**src/rtl/pipe_ctrl.sv**
```systemverilog
// -----------------------------------------------------------------------------
// pipe_ctrl
//
// Controls an in-order pipeline that has NSTAGE stages. The block tracks which
// stages hold a valid instruction and works out the stall back-pressure from
// the per-stage stall requests. It also handles flushes, counts stall and
// retire events, and runs a watchdog that raises a sticky flag when the last
// stage stays stalled for too long.
//
// Parameters
//   NSTAGE  number of pipeline stages (2..8)
//   CNT_W   width of the performance counters
//   TMO     stall-timeout threshold in cycles; 0 disables the watchdog
//
// Ports
//   clk          in   sole clock, rising edge
//   rstn         in   asynchronous active-low reset
//   fetch_valid  in   a new instruction is offered to stage 0
//   stall_req    in   bit i: stage i cannot complete this cycle
//   flush_req    in   flush stages 0..flush_upto
//   flush_upto   in   oldest stage included in the flush (clamped to NSTAGE-1)
//   cnt_clr      in   synchronous clear of both counters
//   fetch_ready  out  stage 0 accepts fetch_valid this cycle
//   stage_en     out  bit i: stage i input register loads this cycle
//   bubble       out  bit i: stage i loads a bubble (control fields zeroed)
//   stage_valid  out  bit i: stage i holds a valid instruction
//   retire       out  a valid instruction leaves stage NSTAGE-1 this cycle
//   stall_cycles out  cycles on which a fetch was offered but stage 0 was held
//                     (saturating)
//   retired_cnt  out  number of retired instructions (wrapping)
//   stall_tmo    out  sticky watchdog flag
//
// Fetch handshake: an instruction transfers into stage 0 on a rising edge
// where fetch_valid and fetch_ready are both high. fetch_valid may be raised
// without waiting for fetch_ready. A flush in the same cycle discards the
// offered instruction, because the flush redirects the front end anyway.
// -----------------------------------------------------------------------------
module pipe_ctrl #(
    parameter  int NSTAGE = 5,
    parameter  int CNT_W  = 32,
    parameter  int TMO    = 255,
    localparam int FW     = (NSTAGE > 1) ? $clog2(NSTAGE) : 1
) (
    input  logic              clk,
    input  logic              rstn,
    input  logic              fetch_valid,
    input  logic [NSTAGE-1:0] stall_req,
    input  logic              flush_req,
    input  logic [FW-1:0]     flush_upto,
    input  logic              cnt_clr,
    output logic              fetch_ready,
    output logic [NSTAGE-1:0] stage_en,
    output logic [NSTAGE-1:0] bubble,
    output logic [NSTAGE-1:0] stage_valid,
    output logic              retire,
    output logic [CNT_W-1:0]  stall_cycles,
    output logic [CNT_W-1:0]  retired_cnt,
    output logic              stall_tmo
);

    // The watchdog count only has to reach TMO-1. The flag is set on the held
    // cycle that finds the count already at TMO-1, which is the TMO-th
    // consecutive held cycle.
    localparam int          TW      = (TMO > 1) ? $clog2(TMO + 1) : 1;
    localparam logic [TW-1:0] WD_LAST = TW'((TMO > 0) ? TMO - 1 : 0);

    logic [NSTAGE-1:0] valid_q;
    logic [NSTAGE-1:0] valid_d;
    logic [NSTAGE-1:0] held;
    logic [NSTAGE-1:0] flushed;
    logic [NSTAGE-1:0] in_valid;
    logic [FW-1:0]     upto_c;
    logic [TW-1:0]     wd_cnt;

    assign stage_valid = valid_q;

    // A flush bound beyond the last stage means "flush everything".
    always_comb begin
        upto_c = flush_upto;
        if (int'(flush_upto) >= NSTAGE) begin
            upto_c = FW'(NSTAGE - 1);
        end
    end

    // The hold chain runs from the oldest stage to the youngest. An empty
    // stage is never held, so a bubble soaks up back-pressure from above it
    // and the stall_req of an empty stage is ignored. A running variable
    // carries the chain, which keeps held[] free of self-reference.
    always_comb begin : p_held
        logic h;
        h    = 1'b0;
        held = '0;
        for (int i = NSTAGE - 1; i >= 0; i--) begin
            h       = valid_q[i] & (stall_req[i] | h);
            held[i] = h;
        end
    end

    always_comb begin
        flushed = '0;
        for (int i = 0; i < NSTAGE; i++) begin
            flushed[i] = flush_req && (i <= int'(upto_c));
        end
    end

    // in_valid[i] is the valid bit that stage i would load this cycle. The
    // stage just above the flushed range is fed from a flushed stage, so it
    // receives a bubble. Gating stage 0 with rstn keeps bubble[0] high while
    // reset is asserted, even if fetch_valid is high.
    always_comb begin
        in_valid    = '0;
        in_valid[0] = fetch_valid & rstn;
        for (int i = 1; i < NSTAGE; i++) begin
            in_valid[i] = valid_q[i-1] & ~held[i-1] & ~flushed[i-1];
        end
    end

    // A flushed stage always loads a bubble, even when the hold chain would
    // otherwise freeze it. For that reason its enable is forced on.
    always_comb begin
        stage_en    = ~held | flushed;
        bubble      = flushed | (stage_en & ~in_valid);
        fetch_ready = ~held[0];
        retire      = valid_q[NSTAGE-1] & ~stall_req[NSTAGE-1] & ~flushed[NSTAGE-1];
    end

    always_comb begin
        valid_d = valid_q;
        for (int i = 0; i < NSTAGE; i++) begin
            if (flushed[i]) begin
                valid_d[i] = 1'b0;
            end else if (!held[i]) begin
                valid_d[i] = in_valid[i];
            end
        end
    end

    always_ff @(posedge clk or negedge rstn) begin
        if (!rstn) begin
            valid_q <= '0;
        end else begin
            valid_q <= valid_d;
        end
    end

    // Performance counters. A clear wins over an increment in the same cycle.
    always_ff @(posedge clk or negedge rstn) begin
        if (!rstn) begin
            stall_cycles <= '0;
            retired_cnt  <= '0;
        end else if (cnt_clr) begin
            stall_cycles <= '0;
            retired_cnt  <= '0;
        end else begin
            if (held[0] && fetch_valid && (stall_cycles != '1)) begin
                stall_cycles <= stall_cycles + 1'b1;
            end
            if (retire) begin
                retired_cnt <= retired_cnt + 1'b1;
            end
        end
    end

    // Watchdog on the oldest stage. Any cycle in which the oldest stage is
    // not held restarts the count. Once the flag is set, only reset clears it.
    always_ff @(posedge clk or negedge rstn) begin
        if (!rstn) begin
            wd_cnt    <= '0;
            stall_tmo <= 1'b0;
        end else if (TMO != 0) begin
            if (held[NSTAGE-1]) begin
                if (wd_cnt != WD_LAST) begin
                    wd_cnt <= wd_cnt + 1'b1;
                end else begin
                    stall_tmo <= 1'b1;
                end
            end else begin
                wd_cnt <= '0;
            end
        end
    end

endmodule

```
**config.mk**
```make
export PLATFORM = sky130hd
export DESIGN_NAME = pipe_ctrl
export DESIGN_NICKNAME = d
export VERILOG_FILES = /design/src/rtl/pipe_ctrl.sv
export SDC_FILE = /design/constraint.sdc
export NUM_CORES = 1
export LEC_CHECK = 0
export BUFFER_PORTS_ARGS = -buffer_cell sky130_fd_sc_hd__buf_2
export CORE_ASPECT_RATIO = 1.75
export CORE_MARGIN = 2
export CORE_UTILIZATION = 35
export DETAILED_ROUTE_END_ITERATION = 10
export HOLD_SLACK_MARGIN = 0.03
export PLACE_DENSITY = 0.59
export SLEW_MARGIN = 20
export SYNTH_ARGS = -nofsm -noshare
export SYNTH_HDL_FRONTEND = slang
export SYNTH_SLANG_ARGS = --single-unit
```
**constraint.sdc**
```tcl
create_clock -name clk -period 2.6 [get_ports clk]
set_clock_uncertainty 0.15 [all_clocks]
set_input_delay 0.26 -clock clk [delete_from_list [all_inputs] [get_ports clk]]
set_output_delay 0.26 -clock clk [all_outputs]
set_load 0.02 [all_outputs]
```
* Word level (Yosys, flattened, before mapping) *
Cells that the tools add are included.

word-level totals
  bits in registers = 78
  bits of input ports = 13
  output and inout port bits = 82
  logic and storage cells = 87

cells by class
  add/sub/neg operators = 3
  order comparisons = 5
  equal/unequal tests = 8
  muxes and demuxes = 17
  bitwise operators = 36
  reduce and logical (&&, ||, !) cells = 9

operators by type and width
  operator                                                              count
  32-bit 2-to-1 mux                                                     4
  32-bit by 1-bit adder with 32-bit output, second input constant       2
  32-bit != test, second input constant                                 1
  1-bit bitwise AND                                                     16
  8-bit 2-to-1 mux                                                      2
  1-bit inverter                                                        11
  1-bit 2-to-1 mux                                                      10
  2-bit by 1-bit != test with 1-bit output, second input constant       5
  5-bit inverter                                                        2
  5-bit OR                                                              2
  8-bit by 1-bit adder with 8-bit output, second input constant         1
  8-bit != test, second input constant                                  1
  2-bit by 3-bit <= comparator with 1-bit output, first input constant  2
  1-bit logical AND                                                     6
  5-bit bitwise AND                                                     1
  1-bit OR                                                              4
  2-bit nonzero test                                                    2
  3-bit greater-or-equal comparator, second input constant              1
  1-bit by 3-bit <= comparator with 1-bit output, first input constant  1
  3-bit <= comparator, first input constant                             1
  3-bit 2-to-1 mux                                                      1
  2-bit != test, second input constant                                  1
  2-bit AND reduction                                                   1

* Longest topological paths before layout *
  depth in word-level cells = 15
  mapped depth = 8
  mapped depth without buffers = 7

* Worst setup path before layout *
OpenSTA, ideal clock, no wires.

  path type = flip-flop to output port
  from = register valid_q[4] (netlist: stage_valid[4])
  to = output bubble[0]
  arrival time = 1952 ps
  required time = 2190 ps
  slack = 238 ps
  cell stages (with the launch flop) = 8
  path buffers = 2
  cell sequence = dfrtp_1 > a211oi_1 > o21ai_1 > nand2_1 > buf_2 > buf_1 > a21oi_1 > inv_1

on the way
  cells in the longest elaborated chain, start to end = 13

ends and longest elaborated chain
  what                    RTL line  source
  start, declared         67        logic [NSTAGE-1:0] valid_q;
  start signal, assigned  142       valid_q <= valid_d;
  1-bit bitwise AND       94        h = valid_q[i] & (stall_req[i] | h);
  1-bit OR                94
  1-bit bitwise AND       94
  1-bit OR                94
  1-bit bitwise AND       94
  1-bit OR                94
  1-bit bitwise AND       94
  1-bit OR                94
  1-bit bitwise AND       94
  5-bit inverter          121       stage_en = ~held | flushed;
  5-bit OR                121
  5-bit bitwise AND       122       bubble = flushed | (stage_en & ~in_valid);
  5-bit OR                122
  end, declared           53        output logic [NSTAGE-1:0] bubble,

Every way passes these cells.

* Worst setup path after layout *
  from = register stall_cycles[2]
  to = register stall_cycles[29]

on the way
  cells in the longest elaborated chain, start to end = 3
  elaborated cells on any way between the ends = 6
  those cells by class = add/sub: 1; eq/ne: 1; mux: 2; reduce/logical: 2

ends and longest elaborated chain
  what                                                                               RTL line  source
  start, declared                                                                    56        output logic [CNT_W-1:0] stall_cycles,
  start signal, assigned                                                             156       stall_cycles <= stall_cycles + 1'b1;
  32-bit by 1-bit adder with 32-bit output / 32-bit != test (equally long branches)  156, 155
  32-bit 2-to-1 mux / 1-bit logical AND (equally long branches)                      155       if (held[0] && fetch_valid && (stall_cycles != '1)) begin
  32-bit 2-to-1 mux / 2-bit nonzero test (equally long branches)                     -

Several ways; a longest one is shown, not always the timed one. The select of a mux whose other input is x is not followed.
A chain may end at the register's enable or synchronous reset.

==> results.txt <==
- Beginning of the worst hold path: stall_req[1]
- The tree is rooted in a sky130_fd_sc_hd__clkbuf_16.
- Per report_power, the clock group accounts for 49.5% of the total.
- Area of the core region: 12000 um^2
* Syn nets: 471
- For this design the top-level I/O count stands at 95.
- In this run, flip-flops and latches consume 46.5% of the power.
- In this run, synthesis produced a sequential element count of 78.
* Post-route setup TNS: 0 ns
* Peak supply drop: 311 uV
- Number of cells on the worst hold path: 2
- The H-tree generated during clock tree synthesis spans 3 levels.
- Worst rel slew slack: 55.6%
- Static timing analysis puts the maximum clock frequency at 419 MHz.
- Total area of multi-input combinational cells: 2220 um^2
- Die height: 151 um
- The floorplan has 53 rows.
* Storage element area: 1950 um^2
- Entering global routing, the biggest net connects 39 pins.
- Setup-violating endpoint count in the final report: 0
- TritonCTS built the clock tree.
- Crit end category: flip-flop
- Fraction of final layout cells with drive strength greater than 1: 26.6%
- Crit path time final: 2.38 ns
- The cell count after synthesis came out at 454.
* Kind of launch point of the worst setup path: flip-flop
- After the first detailed-routing iteration, the DRC count stood at 134.
- After legalization and detailed placement, the total HPWL measured 8210 um.
- Data on the critical path arrives at its endpoint at 2.49 ns.
* Initial antenna violation count: 0
- Summed over all nets, the switching power comes to 0.604 mW.
- Once the clock tree was built, the setup fixing pass inserted 0 buffers.
- Critical R2R Launch: stall_cycles[2]
* Syn Area/Cell: 9.52 um^2
* Number of detailed-routing iterations run before antenna repair: 4
- Dividing the detail-routed wire length by the instance count gives 15.8 um.
- Outcome: finished clean
- The synthesized netlist occupies a cell area of 4320 um^2.
- The min-delay analysis places its worst path in the category input pin to flip-flop.
* Diodes inserted: 0
- Die Outline Area: 13300 um^2
- Register-to-Register Setup Slack: 0.22 ns
- Counting the buffers created by CTS gives 9.
- Total Routed Length: 11400 um
* Number of global-route vias before repair: 3646
- The design draws 2.62 mW.
- Measured along the x axis, the die boundary spans 88.0 um.
- For this run, the slowest stage of the critical path takes 0.52 ns.
* Netlist cell types: 49
- Initial standard-cell utilization of the core: 36.0%
- Hold violation count in the final report: 0
- Terminating pin of the worst hold path: stage_valid[2]
- Cell area power density: 492 nW/um^2
- Timing analysis after detailed placement gives a worst setup slack of 0.254 ns.
* Final estimated routing congestion in global placement: 0.825
* Clock latency at the later pin of the worst-skew pair: 0.34 ns
- Max-slew violation count: 0
- No sink is reached through more buffers than the 2 on the longest clock path.
- Nets: 569
* Remaining global-route overflow: 0
- Cell internal power was estimated by the tool at 2.01 mW.
- Post-route core utilization: 44.3%
* Cells along the critical path: nand2_1 > nor4_4 > nand3_1 > or4_1 > a21oi_1
- The final critical path takes up 91.7% of the cycle.
* Setup repair after global routing missed its margin: no
- In this run, the combinational gates consume 4.0% of the power.
- After clock tree synthesis, the repair step resized 0 gates.
- The first global-routing pass estimated 18400 um of wire.
- CP required: 2.71 ns
- Buffers placed on the I/O ports in this run total 94.
* Total number of clock tree sinks: 78
* Pin slew with the least headroom to its limit: 0.666 ns
- Synth warnings: 0
- Vias: 3869
* DRT antenna net count: 0
- FF-to-FF End: stall_cycles[29]
- Cell depth of the worst flop-to-flop path: 5
- Clock-pin slew was measured on the worst setup and hold paths at 0.06 ns.
* DRC Markers: 0
- For this run, the register share of the synthesized area comes to 45.2%.
- After clock tree synthesis, the flow added hold-fix buffers numbering 1.
- Along the worst path, the maximum fanout reaches 12.
- Leakage power total: 2.38 nW
- In the routed layout, each cell is associated on average with a via count of 5.36.
- The filler cells instantiated in the layout total 1176.
- The area growth from synthesis to layout is 23.0%.
- Proportion of total power due to net switching: 23.1%
- Worst Setup Path Type: flip-flop to flip-flop
* Total global-route track usage: 17.7%
- PnR worst setup slack: 0.216 ns
* Max-cap check violation count: 0
* Crit-path slowest cell: sky130_fd_sc_hd__or4_1
-- stage by stage --
stage / cells / area [um^2] / hold slack (ns)
2_1_floorplan: 454 / 4320 / -0.186
3_3_place_gp: 705 / 5000 / 0.0484
3_5_place_dp: 705 / 5000 / 0.0521
4_1_cts: 722 / 5320 / 0.0358
5_1_grt: 722 / 5320 / 0.0560
6_report: 722 / 5320 / 0.0338
-- cell usage after synthesis (all sizes together) --
master	n	area share, %
a211oi	2	0.35
a21oi	31	3.6
a31oi	1	0.14
and2	4	0.58
and3	9	1.3
and4	10	2.1
and4bb	1	0.29
buf	12	1.7
clkbuf	8	0.93
dfrtp	78	45
ha	4	1.2
inv	11	0.96
mux2	7	1.8
mux2i	2	0.46
nand2	32	2.8
nand2b	4	0.58
nand3	25	2.9
nand3b	2	0.35
nand4	20	3.4
nor2	49	4.3
nor2b	7	1.0
nor3	8	1.2
nor3b	1	0.17
nor4	12	3.4
nor4b	1	0.20
o211ai	2	0.35
o21a	4	0.70
o21ai	18	2.1
o21bai	2	0.35
o31ai	20	3.5
or2	1	0.14
or3	13	1.9
or4	20	3.6
xnor2	12	2.4
xor2	21	4.3
-- worst max-delay path by stage --
stage	start	to	slack (ns)	cells past startpoint
after global placement	stall_cycles[7]	stall_cycles[27]	0.33	5
after global routing	stall_cycles[7]	stall_cycles[29]	0.02	5
after detailed placement	stall_cycles[7]	stall_cycles[29]	0.25	5
after floorplan	stage_valid[4]	bubble[0]	0.24	7
after CTS	stage_valid[4]	bubble[0]	0.19	7
final	stall_cycles[2]	stall_cycles[29]	0.22	5
-- cells by family after synthesis --
logic type      synth area share [%]
compound gates                  11.0
xor+xnor                        6.69
flops                           45.2
buf+inv                         3.53
simple gates                    30.1
fa+ha+maj                       1.16
mux                             2.29
-- critical path: cells and delay by family, from the launching register on --
family / cells / cell delay (ns)
AOI/OAI and AO/OA: 1 / 0.17
and+or+nand+nor: 4 / 1.54
DFF: 1 / 0.45
-- per-layer routing --
metal / GRT usage [%] / wire (um) / vias up
li1: - / - / 1859
met4: 6.62 / 226 / 0
met5: 0 / 0 / -
met3: 3.16 / 418 / 14
met1: 21.8 / 4740 / 1899
met2: 30.6 / 5990 / 97
-- cell usage in the layout (no fill, tap or decap), types with 6 or more instances in the layout --
master,netlist,final
sky130_fd_sc_hd__a21oi_1,31,31
sky130_fd_sc_hd__and3_1,8,8
sky130_fd_sc_hd__and4_1,7,7
sky130_fd_sc_hd__buf_2,6,93
sky130_fd_sc_hd__buf_4,1,11
sky130_fd_sc_hd__clkbuf_16,0,9
sky130_fd_sc_hd__dfrtp_1,78,78
sky130_fd_sc_hd__inv_1,11,11
sky130_fd_sc_hd__mux2_2,7,7
sky130_fd_sc_hd__nand2_1,32,32
sky130_fd_sc_hd__nand3_1,25,25
sky130_fd_sc_hd__nand4_1,18,18
sky130_fd_sc_hd__nor2_1,49,49
sky130_fd_sc_hd__nor2b_1,7,7
sky130_fd_sc_hd__nor3_1,6,6
sky130_fd_sc_hd__o21ai_0,16,16
sky130_fd_sc_hd__o31ai_1,20,20
sky130_fd_sc_hd__or3_1,11,11
sky130_fd_sc_hd__or4_1,19,19
sky130_fd_sc_hd__xnor2_1,12,12
sky130_fd_sc_hd__xor2_1,21,21
-- power by group through the flow --
stage	logic, mW	clock network, mW	registers [mW]
after floorplan	0.0440	0	1.24
after global placement	0.106	0	1.24
after detailed placement	0.107	0	1.24
after CTS	0.109	1.32	1.22
after global routing	0.119	1.38	1.22
final	0.105	1.29	1.22
-- area by class of cell --
class                   instances  area share, %
flip-flops and latches         78           36.7
multi-input cells             345           41.7
well taps                     165           3.88
clock buffers                  11           4.57
clock inverters                 5           1.11
repair buffers                107           11.3
inverters                      11          0.777
-- registers in the layout, summed over array words and instances (netlist names) --
signal,count
stall_cycles,32
retired_cnt,32
wd_cnt,8
stall_tmo,1
stage_valid,5
No activity file was read; power rests on OpenSTA's default activity.
